===== config.mk =====
export PLATFORM = sky130hd
export DESIGN_NAME = cbus_arbiter
export DESIGN_NICKNAME = d
export VERILOG_FILES = /design/src/rtl/cbus_arbiter.sv
export SDC_FILE = /design/constraint.sdc
export NUM_CORES = 1
export LEC_CHECK = 0
export ABC_AREA = 1
export BUFFER_PORTS_ARGS = -buffer_cell sky130_fd_sc_hd__buf_2
export CORE_AREA = 4 4 129 131
export CTS_CLUSTER_DIAMETER = 30
export CTS_CLUSTER_SIZE = 20
export DETAILED_ROUTE_END_ITERATION = 8
export DIE_AREA = 0 0 133 135
export PLACE_DENSITY = 0.44
export SLEW_MARGIN = 20
export SYNTH_ARGS = -nofsm -noshare
export SYNTH_HDL_FRONTEND = slang
export SYNTH_SLANG_ARGS = --single-unit
export TNS_END_PERCENT = 20

===== constraint.sdc =====
create_clock -name clk -period 2.2 [get_ports clk]
set_input_delay 0.44 -clock clk [delete_from_list [all_inputs] [get_ports clk]]
set_output_delay 0.44 -clock clk [all_outputs]
set_load 0.01 [all_outputs]

===== src/rtl/cbus_arbiter.sv =====
// cbus_arbiter: round-robin N-to-1 CBus arbiter granting whole transactions
package cbus_pkg;
  typedef struct packed {
    logic        valid;
    logic        is_write;
    logic [2:0]  size;
    logic [31:0] addr;
    logic [3:0]  strobe;
    logic [31:0] data;
    logic [3:0]  len;
  } cbus_req_t;
  typedef struct packed {
    logic        ready;
    logic        last;
    logic [31:0] data;
  } cbus_resp_t;
  localparam logic [3:0] LEN1 = 4'd0, LEN2 = 4'd1, LEN4 = 4'd3, LEN8 = 4'd7, LEN16 = 4'd15;
endpackage

module cbus_arbiter
  import cbus_pkg::*;
#(
  parameter int NUM_INPUTS = 2
) (
  input  logic       clk,
  input  logic       reset,
  input  cbus_req_t  ireqs  [NUM_INPUTS],
  output cbus_resp_t iresps [NUM_INPUTS],
  output cbus_req_t  oreq,
  input  cbus_resp_t oresp
);
  localparam int SW = $clog2(NUM_INPUTS);
  typedef enum logic {IDLE, BUSY} state_t;
  state_t        r_state;
  logic [SW-1:0] r_sel, r_prio, w_pick, w_idx;
  logic          w_any;
  // first valid requester scanning from r_prio upward, wrapping at NUM_INPUTS
  always_comb begin
    w_any  = 1'b0;
    w_pick = r_prio;
    w_idx  = r_prio;
    for (int k = NUM_INPUTS - 1; k >= 0; k--) begin
      w_idx = SW'((int'(r_prio) + k) % NUM_INPUTS);
      if (ireqs[w_idx].valid) begin
        w_any  = 1'b1;
        w_pick = w_idx;
      end
    end
  end
  // grant one whole transaction; rotate priority past the winner when it ends
  always_ff @(posedge clk) begin
    if (reset) begin
      r_state <= IDLE;
      r_sel   <= '0;
      r_prio  <= '0;
    end else if (r_state == IDLE) begin
      if (w_any) begin
        r_sel   <= w_pick;
        r_state <= BUSY;
      end
    end else if (oresp.ready && oresp.last) begin
      r_state <= IDLE;
      r_prio  <= (r_sel == SW'(NUM_INPUTS - 1)) ? '0 : r_sel + 1'b1;
    end
  end
  // pass the granted request through and route the response back only to it
  always_comb begin
    oreq = (r_state == BUSY) ? ireqs[r_sel] : '0;
    for (int i = 0; i < NUM_INPUTS; i++)
      iresps[i] = (r_state == BUSY && r_sel == SW'(i)) ? oresp : '0;
  end
  // a granted requester must hold valid until it has seen ready && last
  a_hold_valid: assert property (@(posedge clk) disable iff (reset)
    r_state == BUSY |-> ireqs[r_sel].valid);
endmodule


==> results of run 1 <==
## worst register-to-register path: stages (launching register included)
cell,delay [ps]
dfxtp_2,350
buf_12,210
nand2_1,100
buf_4,340
nand3_1,130
nand2_1,80
inv_1,40
## flip-flops by register name, summed over array words and instances, names as in the netlist
name	count
r_state	1
r_prio	1
r_sel	1
## power by group through the flow
stage | clock network [mW] | logic [mW] | registers, mW
2_1_floorplan | 0 | 0.343 | 0.0597
3_3_place_gp | 0 | 0.717 | 0.0646
3_5_place_dp | 0 | 0.711 | 0.0648
4_1_cts | 0.296 | 0.713 | 0.0641
5_1_grt | 0.303 | 0.783 | 0.0645
6_report | 0.292 | 0.704 | 0.0639
## layer usage
metal	vias up	GRT usage, %	wire (um)
li1	1800	-	-
met1	1450	11.8	4190
met2	168	20.7	5570
met3	10	3.35	980
met4	0	2.31	140
met5	-	0	0
## layout make-up
class,instances,share of cell area [%]
inverters,39,4.07
flip-flops and latches,3,1.74
multi-input cells,314,36.1
clock buffers,4,2.19
repair buffers,340,48.4
well taps,216,7.51
## through the flow
step | power, mW | hold slack [ps] | worst slack [ps] | instance area (sq um) | utilization [%]
global route | 1.15 | 416 | 86.0 | 3600 | 23.1
finish | 1.06 | 408 | 189 | 3600 | 23.1
floorplan | 0.403 | 439 | 749 | 1670 | -
CTS | 1.07 | 411 | 177 | 3600 | 23.1
detailed placement | 0.776 | 475 | 413 | 3520 | 22.6
global placement | 0.782 | 470 | 431 | 3520 | 22.6
## worst max path at each step
| stage | start | endpoint | slack, ps | depth (start not counted) |
|---|---|---|---|---|
| 2_1_floorplan | r_state$_SDFF_PP0_ | iresps[37] | 750 | 6 |
| 3_3_place_gp | r_sel$_SDFFE_PP0P_ | iresps[11] | 430 | 5 |
| 4_1_cts | r_sel$_SDFFE_PP0P_ | iresps[7] | 180 | 5 |
| 5_1_grt | r_sel$_SDFFE_PP0P_ | iresps[2] | 90 | 5 |
| 3_5_place_dp | r_sel$_SDFFE_PP0P_ | iresps[7] | 410 | 5 |
| 6_report | r_sel$_SDFFE_PP0P_ | iresps[7] | 190 | 5 |
## layout by cell type, fill, tap and decap left out, types with 2 or more instances in the layout
cell and instances:
clkbuf_16 3, nand2_1 161, buf_4 4, dfxtp_2 2
inv_1 37, buf_2 334, nand3_1 80, a21oi_1 2
inv_2 2, buf_12 2, nor2_1 70
## kinds of logic after synthesis
| group | count (synthesis) |
|---|---|
| DFF | 3 |
| and+or+nand+nor | 312 |
| AOI/OAI and AO/OA | 2 |
| buffers and inverters | 71 |
==> run summary, run 1 <==
The run finished with clean final reports. The cell depth of the worst flop-to-flop path came out at 6. The pin count of the biggest net entering global routing came out at 80. The port buffer count came out at 334. The kind of start point of the critical path is a flip-flop.

The synthesis-to-finish area growth is 116%. The cell area after technology mapping is 1670 sq um. The remaining routing DRC violations is 0. The total vias in the final route came out at 3428. In this run the horizontal extent of the chip is 133 um. The largest individual stage delay along the critical path comes from the cell dfxtp_2. The peak supply drop came out at 188 uV. The post-synthesis mux area share came out at 0%. The kind of cell adding the most delay to the critical path is buffers and inverters.

After synthesis the netlist holds a flip-flop and latch count of 3. No sink is reached through more buffers than the 2 on the longest clock path. The worst hold path terminates at r_prio$_SDFFE_PP0P_. A synthesized cell averages 4.30 sq um. The layout cell share with drive strength beyond 1 came out at 49.7%. The analysis attributes to net switching a power of 0.461 mW. TritonCTS created 3 clock buffers. The required time at the endpoint of the critical path is 1760 ps. The master cell of the clock root buffer is clkbuf_16. The clock arrives with 2.67 ps of skew. In the synthesized netlist, the cells that appear most often are nand2_1 (161), nand3_1 (80), nor2_1 (70). The standard-cell row count is 46. The fill cell instance count of the final layout is 1860. The insertion delay of the later-clocked pin in the worst-skew pair is 230 ps. The flop-to-flop setup slack came out at 850 ps. The timing-limited maximum frequency came out at 497 MHz. The count of unique library cells instantiated by Yosys came out at 12. The number of warnings issued by yosys came out at 0.

The most used flip-flop cell after synthesis is dfxtp_1. The multi-input logic area is 1300 sq um. After clock tree synthesis, the setup repair step added 0 buffers. The worst hold path begins at reset. The antenna cell count is 0.

The switching share of power came out at 43.5%. The H-tree depth came out at 1. The peak per-stage delay on the critical path came out at 390 ps. In this run the remaining antenna-violating nets after routing total 0. The ratio of total power to cell area is 294 nW/um^2. The overall die area came out at 18000 sq um.

The I/O pin count came out at 335. The y dimension of the die is 135 um. The share of the synthesized area in compound gates (AO/OA/AOI/OAI) is 0.601%.

The final sum of negative setup slack came out at 0 ps. In this run, placement finished with an instance count of 912. The number of vias per cell came out at 3.74.

The post-route fraction of the period consumed by the critical path came out at 91.4%. Per report_power, the combinational group accounts for 66.4% of the total. Setup repair after global routing left no endpoint under its margin.

Yosys attributes the largest share of cell area to nand2_1 (36%), nand3_1 (24%), nor2_1 (16%). The cell-internal power came out at 0.598 mW. The wire length of the first global-routing pass came out at 16000 um. The number of flops mapped to enable cells by yosys is 0. The startpoint identified for the worst register-to-register timing path is r_sel$_SDFFE_PP0P_. The half-perimeter wire length of the detailed placement result came out at 8970 um. Registers are responsible for 6.0% of the overall power. The maximum fanout along the worst path came out at 79.

The storage element area came out at 62.6 sq um. The number of nets in the synthesized netlist is 578. The overall track demand over capacity in global routing came out at 10.9%. The analysis attributes to cell leakage a power of 2.61 nW. The via count of the first global-routing pass came out at 3202. After synthesis, the share of flip-flops with an asynchronous set or reset is 0%.

The combinational family with the most area after synthesis is simple AND/OR/NAND/NOR gates. The count of endpoints failing setup in the final report is 0. Post-CTS repair changed the size of 0 cells. The clock-pin slew of the registers on the worst-case setup and hold paths is 30 ps. The simple-gate area share of the yosys netlist came out at 77.3%.

The max-cap check violation count came out at 0. The worst pin sits at a relative slew slack of 61.2%. At the end of routability-driven placement, the weighted congestion stood at 0.833. The transition at the pin with the smallest max-transition slack is 582 ps. Walking the worst path, the cells encountered are buf_12, nand2_1, buf_4, nor2_1, buf_2. The data arrival time of the worst path is 1570 ps. The number of antenna violations at the first check in global routing came to 0. Of all cell types, the one taking the most synthesized area is nand2_1. The total core area came out at 15600 sq um. By startpoint and endpoint, the worst setup path is classified as reg -> out.

The pre-antenna-repair detailed-routing pass consisted of 4 iterations. The number of buffer and inverter instances along the worst setup path came out at 3. The tightest min-delay check is of the in -> reg type. The final instance count without filler cells came out at 916. The worst hold path was traced through 2 stages. nand2_1 is the most common cell in the netlist.

The area share of the largest cell type after synthesis is 36.3%. For this design, the CTS-stage hold fixing added 0 buffers. The clock network accounts for 27.5% of the total power. The routed wire length came out at 10900 um.

TritonCTS built the clock tree. The final-report hold violation count came out at 0. The clock net in this run drives a total of 3 sinks.

The number of standard cells after synthesis came out at 388. Summing the areas of all xor and xnor instances in the mapped netlist gives 0% of the synthesized area. The total number of nets in the final design came out at 891. The minimum period implied by the final worst setup slack is 2010 ps. The share of the yosys chip area belonging to registers is 3.60%.

The sum of overflow across all layers after global routing is 0. The average wire length per cell after detail routing is 11.9 um. The number of slew-limit violations in the final report came out at 0.

For this configuration, the core starts out at a cell density of 10.7%. The endpoint identified for the worst register-to-register timing path is r_sel$_SDFFE_PP0P_. The worst setup path is captured at an output port.

The synthesized-area fraction occupied by adder cells came out at 0%. The violation count after the first detailed-routing iteration is 170.
No activity file was read; power rests on OpenSTA's default activity.
==> inputs of run 2 (changes only) <==
--- a/config.mk
+++ b/config.mk
@@ -5,14 +5,14 @@
 export SDC_FILE = /design/constraint.sdc
 export NUM_CORES = 1
 export LEC_CHECK = 0
-export ABC_AREA = 1
+export ABC_CLOCK_PERIOD_IN_PS = 2200
 export BUFFER_PORTS_ARGS = -buffer_cell sky130_fd_sc_hd__buf_2
-export CORE_AREA = 4 4 129 131
+export CORE_AREA = 4 4 128 130
 export CTS_CLUSTER_DIAMETER = 30
 export CTS_CLUSTER_SIZE = 20
 export DETAILED_ROUTE_END_ITERATION = 8
-export DIE_AREA = 0 0 133 135
-export PLACE_DENSITY = 0.44
+export DIE_AREA = 0 0 132 134
+export PLACE_DENSITY = 0.45
 export SLEW_MARGIN = 20
 export SYNTH_ARGS = -nofsm -noshare
 export SYNTH_HDL_FRONTEND = slang
==> constraint.sdc (replaced) <==
create_clock -name clk -period 2.2 [get_ports clk]
set_input_delay 0.44 -clock clk [delete_from_list [all_inputs] [get_ports clk]]
set_output_delay 0.44 -clock clk [all_outputs]
set_load 0.005 [all_outputs]
==> run 2 against run 1 <==
  * First-iteration DRC count is 60% lower
  * Synthesized area increased by 8.1%
  * Clock skew decreased by 2.2 ps
  * Utilization rose by 1.3 points
  * Via count shrank 12%
  * Die area shrank 1.5%
  * Synthesized cell count decreased by 32%
  * Register-to-register slack improved by 100 ps
  * Worst setup slack better by 61 ps
  * Largest cell class unchanged
==> run summary, run 2 <==
The clock tree from TritonCTS was yes (unchanged). The classification of the worst setup path is reg -> out (unchanged). The wire length of the first global-routing pass is 14900 um (was 16000 um). The type of the most critical hold path is in -> reg (unchanged).

Top cells by area in the synthesized netlist: mux2i_1 (43%), nor2_1 (16%), and3_1 (12%) (was nand2_1 (36%), nand3_1 (24%), nor2_1 (16%)). The half-perimeter wire length of the detailed placement result came to 8580 um (was 8970 um). The main flop type after synthesis was dfxtp_1 (unchanged). The kind of start point of the critical path is a flip-flop (unchanged). The clock-pin slew of the registers on the worst-case setup and hold paths came out at 30 ps (about the same).

The buffer count from post-CTS setup fixing is 0 (unchanged). The maximum fanout along the worst path came out at 35 (was 79). The sum of overflow across all layers after global routing is 0 (unchanged). The source of the worst hold timing path was reset (unchanged). The overall die area came out at 17700 sq um (was 18000 sq um). The least setup slack across all paths after layout came out at 251 ps (was 189 ps). The horizontal die dimension came to 132 um (was 133 um).

The synthesized-area fraction occupied by adder cells came out at 0% (unchanged). The standard-cell row count came out at 45 (was 46). The max-cap check violation count came out at 0 (unchanged). The required time at the endpoint of the critical path came out at 1760 ps (about the same).

The synthesized net count came to 454 (was 578). The post-route fraction of the period consumed by the critical path came out at 88.6% (was 91.4%). The antenna cell count is 0 (unchanged). The number of vias per cell came out at 3.90 (was 3.74). The cell depth of the worst flop-to-flop path is 4 (was 6). The pre-CTS worst setup slack is 445 ps (was 413 ps). The I/O pin count is 335 (unchanged). The minimum period implied by the final worst setup slack is 1950 ps (was 2010 ps).

Top flop regs: r_prio x1, r_sel x1, r_state x1 (unchanged). The timing-limited maximum frequency was 513 MHz (was 497 MHz). The average wire length per cell after detail routing came out at 13.1 um (was 11.9 um). The area share of the largest cell type after synthesis is 42.8% (was 36.3%). The share of the synthesized area in compound gates (AO/OA/AOI/OAI) is 1.39% (was 0.601%).

The maximum number of buffers from clock root to sink is 2 (unchanged). The source of the worst register-to-register timing path is r_state$_SDFF_PP0_ (was r_sel$_SDFFE_PP0P_). The final weighted congestion in routability-driven placement is 0.756 (was 0.833).

The y dimension of the die is 134 um (was 135 um). Run status: complete, no violations (unchanged). The peak supply drop came out at 326 uV (was 188 uV). The combinational family with the most area after synthesis is multiplexers (was simple AND/OR/NAND/NOR gates).

The most common cell in the synthesized netlist is nor2_1 (was nand2_1). The insertion delay of the later-clocked pin in the worst-skew pair was 220 ps (was 230 ps). The transition at the pin with the smallest max-transition slack is 588 ps (was 582 ps). The remaining antenna violation count came out at 0 (unchanged). The synthesis-to-finish area growth came out at 105% (was 116%).

The capturing element type of the critical path was an output port (unchanged). The total core area came out at 15100 sq um (was 15600 sq um). The count of state elements after synthesis is 3 (unchanged). The H-tree depth came out at 1 (unchanged).

The post-synthesis mux area share came out at 42.8% (was 0%). The pin count of the biggest net entering global routing is 55 (was 80). The end point of the worst hold path is r_sel$_SDFFE_PP0P_ (was r_prio$_SDFFE_PP0P_). The post-cts gate resize count came out at 0 (unchanged).

The number of warnings issued by yosys is 0 (unchanged). The flop-to-flop setup slack came out at 950 ps (was 850 ps). The number of antenna violations at the first check in global routing came out at 0 (unchanged).

The initial core utilization was 11.9% (was 10.7%). The count of unique library cells instantiated by Yosys is 19 (was 12). The port buffer count came out at 334 (unchanged). The number of slew-limit violations in the final report came to 0 (unchanged).

The post-synthesis share of cell area spent on xor and xnor gates came out at 0% (unchanged). The data arrival time of the worst path came out at 1510 ps (was 1570 ps). The total number of nets in the final design came out at 773 (was 891). The async set or reset register ratio after synthesis is 0% (unchanged). The final clock skew is 0.496 ps (was 2.67 ps). The count of endpoints failing setup in the final report came to 0 (unchanged). The master cell of the clock root buffer is clkbuf_16 (unchanged).

The simple-gate area share of the yosys netlist came out at 41.4% (was 77.3%). The share of the yosys chip area belonging to registers is 3.33% (was 3.60%). The number of cells on the worst hold path was 2 (unchanged). The average footprint of a synthesized cell is 6.82 sq um (was 4.30 sq um). The violation count after the first detailed-routing iteration was 68 (was 170). The number of flops mapped to enable cells by yosys is 0 (unchanged). The detailed-routing iteration count for the pre-antenna-repair pass came to 4 (unchanged). The cell area after technology mapping came to 1800 sq um (was 1670 sq um). The number of buffers added to fix hold violations after cts is 0 (unchanged).

The leading cell type in the layout, fill and taps excluded is buf_2 (unchanged). The number of standard cells after synthesis came out at 264 (was 388). The ratio of total power to cell area came out at 274 nW/um^2 (was 294 nW/um^2). The remaining routing DRC violations is 0 (unchanged). The final sum of negative setup slack came out at 0 ps (unchanged). The end of the worst register-to-register path is r_prio$_SDFFE_PP0P_ (was r_sel$_SDFFE_PP0P_). RSZ-0062 raised after global routing: false (unchanged). Leading cell types by count after synthesis: nor2_1 (78), mux2i_1 (77), and3_1 (35) (was nand2_1 (161), nand3_1 (80), nor2_1 (70)). The routed wire length came out at 10100 um (was 10900 um). The final-report hold violation count is 0 (unchanged). The relative max-transition margin came out at 60.7% (was 61.2%). The via count of the first global-routing pass is 3017 (was 3202). The overall track demand over capacity in global routing came out at 10.0% (was 10.9%). The biggest area consumer among synthesized cells was mux2i_1 (was nand2_1). The total vias in the final route came out at 3000 (was 3428). The total CTS buffers was 3 (unchanged). The leakage power came to 2.27 nW (was 2.61 nW).

The layout cell share with drive strength beyond 1 was 59.8% (was 49.7%). Leading cell types in the layout, fill and taps excluded: buf_2 (334), nor2_1 (78), mux2i_1 (77), and3_1 (35), and2_1 (34) (was buf_2 (334), nand2_1 (161), nand3_1 (80), nor2_1 (70), inv_1 (37)). The clock sink count is 3 (unchanged).
## run 2: kinds of logic after synthesis
group / count (synthesis)
AOI/OAI and AO/OA: 4
buffers and inverters: 30
DFF: 3
muxes: 77
and+or+nand+nor: 150
## run 2: area by class of cell
type                       count  area, sq um
clock buffer                   4         78.8
fill                        1743        11400
inverter                       2         7.51
multi-input combinational    231         1540
sequential                     3         63.8
tap                          188          235
timing repair buffer         342         1770
## run 2: critical path: stages, from the launching register on
cell and delay, ps:
dfxtp_4 510, buf_12 280, mux2i_1 260, nor2_1 50
buf_2 140
## run 2: how the worst max path moves through the flow
stage               slack [ps]               start          to
detailed placement         450  r_sel$_SDFFE_PP0P_     oreq[5]
global route               150  r_sel$_SDFFE_PP0P_  iresps[46]
floorplan                  810  r_sel$_SDFFE_PP0P_    oreq[32]
CTS                        200  r_sel$_SDFFE_PP0P_     oreq[5]
global placement           460  r_sel$_SDFFE_PP0P_  iresps[62]
finish                     250  r_sel$_SDFFE_PP0P_     oreq[5]
## run 2: routing by layer
layer / routed length (um) / GRT usage (%) / vias to the layer above
li1: - / - / 1524
met1: 3730 / 10.6 / 1269
met2: 5230 / 20.0 / 201
met3: 1000 / 2.48 / 6
met4: 93 / 2.16 / 0
met5: 0 / 0 / -
## run 2: power breakdown
group	switching [mW]	total [mW]	leakage, nW	internal, mW
clock	0.0480	0.287	0.0382	0.239
sequential	0.00985	0.0680	0.0255	0.0582
combinational	0.304	0.660	2.20	0.356
## run 2: through the flow
step                cell area [sq um]  power, mW  hold slack, ps  cells  utilization, %
detailed placement               3620      0.738             510    766            23.9
finish                           3700       1.01             400    770            24.4
floorplan                        1800      0.385             473    264               -
global placement                 3620      0.741             496    766            23.9
CTS                              3700       1.03             401    770            24.4
global route                     3700       1.10             409    770            24.4
